`src/rtl/soma_serial_nbits.sv`:
```
// Multi-cycle WIDTH-bit adder: DIGIT bits per clock with a registered carry between digits.
// Optional SOMA_SUB_EN adds a captured `sub` select (a - b) and a signed-overflow output `ovf`.
module soma_serial_nbits #(
  parameter int WIDTH = 8,
  parameter int DIGIT = 1
) (
  input  logic             clk,
  input  logic             rst,
  input  logic             start,
  input  logic [WIDTH-1:0] a,
  input  logic [WIDTH-1:0] b,
  input  logic             cin,
`ifdef SOMA_SUB_EN
  input  logic             sub,
`endif
  output logic             busy,
  output logic             done,
  output logic [WIDTH-1:0] sum,
  output logic             carry
`ifdef SOMA_SUB_EN
  ,
  output logic             ovf
`endif
);

  localparam int NDIG = WIDTH / DIGIT;
  localparam int CW   = $clog2(NDIG + 1);

  generate
    if ((WIDTH % DIGIT) != 0 || WIDTH < 2) begin : g_bad_params
      $error("soma_serial_nbits: DIGIT must divide WIDTH and WIDTH must be >= 2");
    end
  endgenerate

  // Handshake: start is accepted on a clk edge only while the FSM is in IDLE or DONE;
  // busy is high exactly in RUN, done is a one-cycle pulse exactly in DONE.
  typedef enum logic [1:0] {
    IDLE = 2'd0,
    RUN  = 2'd1,
    DONE = 2'd2
  } state_t;

  state_t state, state_nx;

  logic [WIDTH-1:0]       a_sh, b_sh;
  logic                   c_reg;
  logic [CW-1:0]          cnt;
  logic [DIGIT:0]         dsum;
  logic                   last;
  logic                   accept;
  logic [WIDTH-1:0]       keep;
  logic [WIDTH+DIGIT-1:0] cat;
  logic [WIDTH-1:0]       sum_nx;

`ifdef SOMA_SUB_EN
  logic a_msb, b_msb;
`endif

  assign accept = start && (state == IDLE || state == DONE);
  assign last   = (cnt == CW'(NDIG - 1));
  assign busy   = (state == RUN);
  assign done   = (state == DONE);

  assign dsum = {1'b0, a_sh[DIGIT-1:0]} + {1'b0, b_sh[DIGIT-1:0]} + {{DIGIT{1'b0}}, c_reg};

  // The previous result stays visible until the first RUN edge, which starts from zero.
  always_comb begin
    keep   = (cnt == '0) ? '0 : sum;
    cat    = {dsum[DIGIT-1:0], keep};
    sum_nx = cat[WIDTH+DIGIT-1:DIGIT];
  end

  always_comb begin
    state_nx = state;
    case (state)
      IDLE:    if (start) state_nx = RUN;
      RUN:     if (last) state_nx = DONE;
      DONE:    state_nx = start ? RUN : IDLE;
      default: state_nx = IDLE;
    endcase
  end

  always_ff @(posedge clk or posedge rst) begin
    if (rst) begin
      state <= IDLE;
      a_sh  <= '0;
      b_sh  <= '0;
      c_reg <= 1'b0;
      cnt   <= '0;
      sum   <= '0;
      carry <= 1'b0;
`ifdef SOMA_SUB_EN
      a_msb <= 1'b0;
      b_msb <= 1'b0;
      ovf   <= 1'b0;
`endif
    end else begin
      state <= state_nx;
      if (accept) begin
        a_sh <= a;
        cnt  <= '0;
`ifdef SOMA_SUB_EN
        // Subtraction is a + ~b + 1; the injected 1 replaces cin.
        b_sh  <= sub ? ~b : b;
        c_reg <= sub ? 1'b1 : cin;
        a_msb <= a[WIDTH-1];
        b_msb <= sub ? ~b[WIDTH-1] : b[WIDTH-1];
`else
        b_sh  <= b;
        c_reg <= cin;
`endif
      end else if (state == RUN) begin
        a_sh  <= a_sh >> DIGIT;
        b_sh  <= b_sh >> DIGIT;
        c_reg <= dsum[DIGIT];
        cnt   <= cnt + 1'b1;
        sum   <= sum_nx;
        carry <= last ? dsum[DIGIT] : 1'b0;
`ifdef SOMA_SUB_EN
        // Signed overflow: both operands share a sign that the result's MSB does not.
        ovf <= last ? ((a_msb == b_msb) && (dsum[DIGIT-1] != a_msb)) : 1'b0;
`endif
      end
    end
  end

endmodule

```
`config.mk`:
```
export PLATFORM = sky130hd
export DESIGN_NAME = soma_serial_nbits
export DESIGN_NICKNAME = d
export VERILOG_FILES = /design/src/rtl/soma_serial_nbits.sv
export SDC_FILE = /design/constraint.sdc
export NUM_CORES = 1
export LEC_CHECK = 0
export ABC_AREA = 1
export BUFFER_PORTS_ARGS = -buffer_cell sky130_fd_sc_hd__buf_2
export CORE_AREA = 2 2 48 72
export DETAILED_ROUTE_END_ITERATION = 8
export DIE_AREA = 0 0 50 74
export PLACE_DENSITY = 0.74
export REMOVE_ABC_BUFFERS = 1
export SLEW_MARGIN = 10
export SYNTH_ARGS = -nofsm -noshare
export SYNTH_HDL_FRONTEND = slang
export SYNTH_SLANG_ARGS = --single-unit
```
`constraint.sdc`:
```
create_clock -name clk -period 1.6 [get_ports clk]
set_input_delay 0.16 -clock clk [delete_from_list [all_inputs] [get_ports clk]]
set_output_delay 0.16 -clock clk [all_outputs]
set_load 0.05 [all_outputs]
```
==> impl_metrics.toml, run 1 <==
[run_status]
status = "completed"

[logic_synthesis]
ys_seq_elements = 32
ys_types = 14
netlist_top_cells_count = "nand2_1 (99), dfrtp_1 (32), inv_1 (30)"
synth_most_common_cell = "nand2_1"
synthArstFlopShare_pct = 100
avgSynthCellArea_um2 = 7.50
synth_area_um2 = 1550
synthCells = 206
seq_area_frac_synth_pct = 51.8
synth_edf_count = 0
synth_top_area_share_pct = 51.8
ys.flop_type = "dfrtp_1"
synth_area_leaders = "dfrtp_1 (52%), nand2_1 (24%), inv_1 (7.3%)"
yosys.area.top_type = "dfrtp_1"
yosysWarnings = 0

[min_path]
hp-class = "input pin to register"

[drt]
postRouteAntennaNets = 0
firstDrtPassIters = 4
wirelength_um = 3070
drc = 0
vias = 1323
drtIter0Drc = 29
viasPerCell = 4.64
wire_per_inst_um = 10.8

[layout]
reg_top3 = "a_sh x8, b_sh x8, sum x8"
drive_above_1_share_pct = 20.4
syn_to_final_growth_pct = 21.1
multi_input_area_um2 = 581
seq_area_um2 = 801
final_nets = 267
fill_cells = 315
utilization_pct = 60.4
antenna_cells = 0

[sta]
setup_violations = 0
post-route-min-period_ns = 1.53
relSlewSlack_pct = 73.2
slew_viol_final = 0
fin_hold_ws_ns = 0.0719
tightest_slew_ns = 0.402
fmax_mhz = 655
finClkSkew_ns = 0.00756
finalHoldViolCount = 0
period_share_pct = 95.5
finalSetupTns_ns = 0
rsz0062_at_grt = "false"

[global_route]
grt_pass1_vias = 1339
grt_pass1_wl_um = 5550
grt_max_degree = 33
globalRouteOverflowTotal = 0
grt_use_total_pct = 20.0
antenna_found_initial = 0

[cts]
clockBufferDepth = 2
clk-insertion-delay-late_ns = 0.29
cts_setup_buffers = 0
cts_num_sinks = 32
numCtsBuffers = 5
cts-root-buf = "clkbuf_8"
cts_tree = "built"
htreeDepth = 2
clk_pin_slew_ns = 0.07

[floorplanning]
io_pins = 31
dieArea_um2 = 3700
start_util_pct = 49.9
fp.dieH_um = 74
die_w_um = 50
fp.coreArea_um2 = 3100
fp-row-count = 25

[worst_setup_path]
arrival_ns = 1.37
critPathCaptureType = "output port"
path_max_fanout = 12
worstSetupStartpointType = "register"
path_class = "register to output port"
cp.required_ns = 1.44

[power_and_ir_drop]
static-leakage-power_nw = 1.13
power.density_nw_per_um2 = 2080
power_frac_seq_pct = 35.8
finalPower_mw = 3.90
vdd_ir_drop_max_v = 0.00105
switching_share_pct = 44.3
p_clk_share_pct = 19.7
switchingPower_mw = 1.73
p_int_mw = 2.17
p_comb_share_pct = 44.6

[place]
hpwlAfterDp_um = 2140
gp_congestion = 0.779
io_buffers = 30

[flow_run]
maxCapViolations = 0
[power by group through the flow]
stage	logic (mW)	clock network, mW	registers, mW
CTS	1.77	0.781	1.40
detailed placement	1.75	0	1.41
global placement	1.72	0	1.39
floorplan	0.999	0	1.66
global route	1.98	0.814	1.44
finish	1.74	0.767	1.39
[layout by cell type, fill, tap and decap left out, types with 2 or more instances in the layout]
cell | Yosys | layout
buf_2 | 2 | 29
buf_4 | 4 | 6
clkbuf_8 | 0 | 5
dfrtp_1 | 32 | 32
ha_1 | 2 | 2
inv_1 | 30 | 30
inv_2 | 3 | 3
nand2_1 | 99 | 99
nand2_2 | 3 | 3
nand3_1 | 18 | 18
nor2_1 | 5 | 5
o21ai_0 | 5 | 5
[kinds of logic after synthesis]
kind of cell | count (synthesis) | share of synthesized area (%)
AOI/OAI and AO/OA | 6 | 1.94
adders and majority gates | 3 | 2.91
buffers and inverters | 39 | 10.6
DFF | 32 | 51.8
and+or+nand+nor | 126 | 32.7
[critical path, stage by stage (launching register included)]
cell	delay, ns
dfrtp_1	0.43
nand2_2	0.16
inv_2	0.21
clkbuf_4	0.27
[final cells by class]
| type | count | area share [%] |
|---|---|---|
| clock inverter | 2 | 1.87 |
| sequential | 32 | 42.8 |
| multi-input combinational | 135 | 31.0 |
| tap | 40 | 2.68 |
| timing repair buffer | 37 | 11.1 |
| inverter | 33 | 6.62 |
| clock buffer | 6 | 3.88 |
[layer usage]
| metal | share of wire, % | vias to the layer above | track usage [%] |
|---|---|---|---|
| li1 | - | 681 | - |
| met1 | 42 | 607 | 21.4 |
| met2 | 52 | 28 | 36.1 |
| met3 | 4.0 | 7 | 5.42 |
| met4 | 1.8 | 0 | 9.57 |
| met5 | 0 | - | 0 |
[final timing paths]
path                          start      end  slack (ns)  depth (start not counted)
max                        state[0]     busy        0.07                          3
min                            b[7]  b_sh[7]        0.07                          3
max reg2reg                state[0]  b_sh[5]        0.35                          7
min reg2reg                 b_sh[3]  b_sh[3]        0.48                          2
max in group asynchronous       rst  a_sh[5]        0.81                          4
min in group asynchronous       rst    c_reg        0.49                          4
[through the flow]
stage,instance area (um2),setup slack [ns],std cells
final,1870,0.0722,285
after global routing,1870,0.00140,285
after CTS,1870,0.0478,285
after detailed placement,1750,0.366,276
after global placement,1750,0.405,276
after floorplan,1510,0.345,200
[repair_timing]
item / CTS / global route
setup endpoints to repair: 0 / 1
resized for setup: 0 / 1
hold buffers: 1 / 0
endpoints found under the hold margin: 32 / 0
Note: power is estimated with default switching activity, not from simulation.
==> inputs of run 2 (changes only) <==
--- a/config.mk
+++ b/config.mk
@@ -12,6 +12,7 @@
 export DIE_AREA = 0 0 50 74
 export PLACE_DENSITY = 0.74
 export REMOVE_ABC_BUFFERS = 1
+export SETUP_SLACK_MARGIN = 0.1
 export SLEW_MARGIN = 10
 export SYNTH_ARGS = -nofsm -noshare
 export SYNTH_HDL_FRONTEND = slang
==> impl_metrics.toml, run 2 (same netlist as run 1, synthesis figures left out) <==
[run_status]
status = "completed"

[sta]
rsz0062_at_grt = "false"
relSlewSlack_pct = 73.2
finalSetupTns_ns = 0
setup_violations = 0
fmax_mhz = 713
finClkSkew_ns = 0.00794
finalHoldViolCount = 0
post-route-min-period_ns = 1.40
slew_viol_final = 0
tightest_slew_ns = 0.402
period_share_pct = 87.6

[worst_setup_path]
path_max_fanout = 12
arrival_ns = 1.24
path_class = "register to output port"
critPathCaptureType = "output port"
cp.required_ns = 1.44
worstSetupStartpointType = "register"

[global_route]
globalRouteOverflowTotal = 0
grt_pass1_wl_um = 5550
grt_use_total_pct = 20.0
grt_pass1_vias = 1339
antenna_found_initial = 0
grt_max_degree = 33

[place]
gp_congestion = 0.779
io_buffers = 30
dp.cells = 276
hpwlAfterDp_um = 2140

[drt]
wirelength_um = 3060
viasPerCell = 4.64
postRouteAntennaNets = 0
firstDrtPassIters = 4
drc = 0
drtIter0Drc = 28
wire_per_inst_um = 10.7
vias = 1322

[layout]
fill_cells = 314
drive_above_1_share_pct = 20.8
reg_top3 = "a_sh x8, b_sh x8, sum x8"
seq_area_um2 = 802
finalNonFillerCells = 285
final_nets = 267
antenna_cells = 0
layout_common_cells = "nand2_1 (99), dfrtp_1 (31), inv_1 (30), buf_2 (29), nand3_1 (18)"
syn_to_final_growth_pct = 21.3
layout_commonest_cell = "nand2_1"
multi_input_area_um2 = 581

[flow_run]
maxCapViolations = 0

[power_and_ir_drop]
p_comb_share_pct = 44.7
switching_share_pct = 44.3
static-leakage-power_nw = 1.13
p_int_mw = 2.18
power_frac_seq_pct = 35.7
vdd_ir_drop_max_v = 0.00105
power.density_nw_per_um2 = 2090
p_clk_share_pct = 19.6
switchingPower_mw = 1.73

[cts]
clockBufferDepth = 2
cts_num_sinks = 32
clk_pin_slew_ns = 0.06
clk-insertion-delay-late_ns = 0.29
cts_tree = "built"
htreeDepth = 2
cts_setup_buffers = 0
cts-root-buf = "clkbuf_8"
numCtsBuffers = 5

[floorplanning]
fp.dieH_um = 74
start_util_pct = 49.9
io_pins = 31
fp-row-count = 25
dieArea_um2 = 3700
die_w_um = 50
fp.coreArea_um2 = 3100

[min_path]
hp-class = "input pin to register"
## run 2: worst max-delay path, stage by stage, from the launching register on
cell	delay, ns
dfrtp_1	0.36
inv_1	0.08
nand2_2	0.14
inv_4	0.16
buf_4	0.22
## run 2: cell type report
class | count | share of cell area, %
sequential | 32 | 42.8
inverter | 33 | 6.74
tap | 40 | 2.67
multi-input combinational | 135 | 31.0
timing repair buffer | 37 | 11.1
clock inverter | 2 | 1.87
clock buffer | 6 | 3.87
## run 2: metrics by stage
stage / hold slack [ns] / utilization, % / worst slack, ns / instance area, um2 / power, mW
floorplan: 0.276 / - / 0.345 / 1510 / 2.66
global placement: 0.264 / 56.5 / 0.405 / 1750 / 3.11
detailed placement: 0.269 / 56.5 / 0.366 / 1750 / 3.16
CTS: 0.0671 / 60.4 / 0.111 / 1870 / 3.95
global route: 0.115 / 60.5 / 0.131 / 1870 / 4.25
finish: 0.0719 / 60.5 / 0.198 / 1870 / 3.91
## run 2: what timing repair did
| action | 4_1_cts | 5_1_grt |
|---|---|---|
| hold buffers | 1 | 0 |
| hold endpoints to repair | 32 | 0 |
| endpoints found under the setup margin | 1 | 1 |
| gates cloned | 0 | 0 |
| resized for setup | 1 | 2 |
## run 2: path summary, 6_finish.rpt
path | from | endpoint | slack [ns] | cells past startpoint
setup / recovery | state[1] | busy | 0.20 | 4
hold / removal | b[7] | b_sh[7] | 0.07 | 3
setup reg to reg | state[0] | b_sh[5] | 0.39 | 7
hold reg to reg | b_sh[3] | b_sh[3] | 0.48 | 2
max in group asynchronous | rst | state[0] | 0.80 | 4
min in group asynchronous | rst | c_reg | 0.49 | 4
## run 2: power groups by stage
stage                     Combinational [mW]  Sequential, mW  Clock, mW
after floorplan                        0.999            1.66          0
after global placement                  1.72            1.39          0
after detailed placement                1.75            1.41          0
after CTS                               1.78            1.40      0.781
after global routing                    1.99            1.44      0.814
final                                   1.75            1.40      0.768
## run 2: layer usage
metal  routed length [um]  up-vias  global-route usage, %
li1                     -      681                      -
met1                 1280      608                   21.4
met2                 1600       26                   36.1
met3                  125        7                   5.42
met4                   54        0                   9.57
met5                    0        -                      0
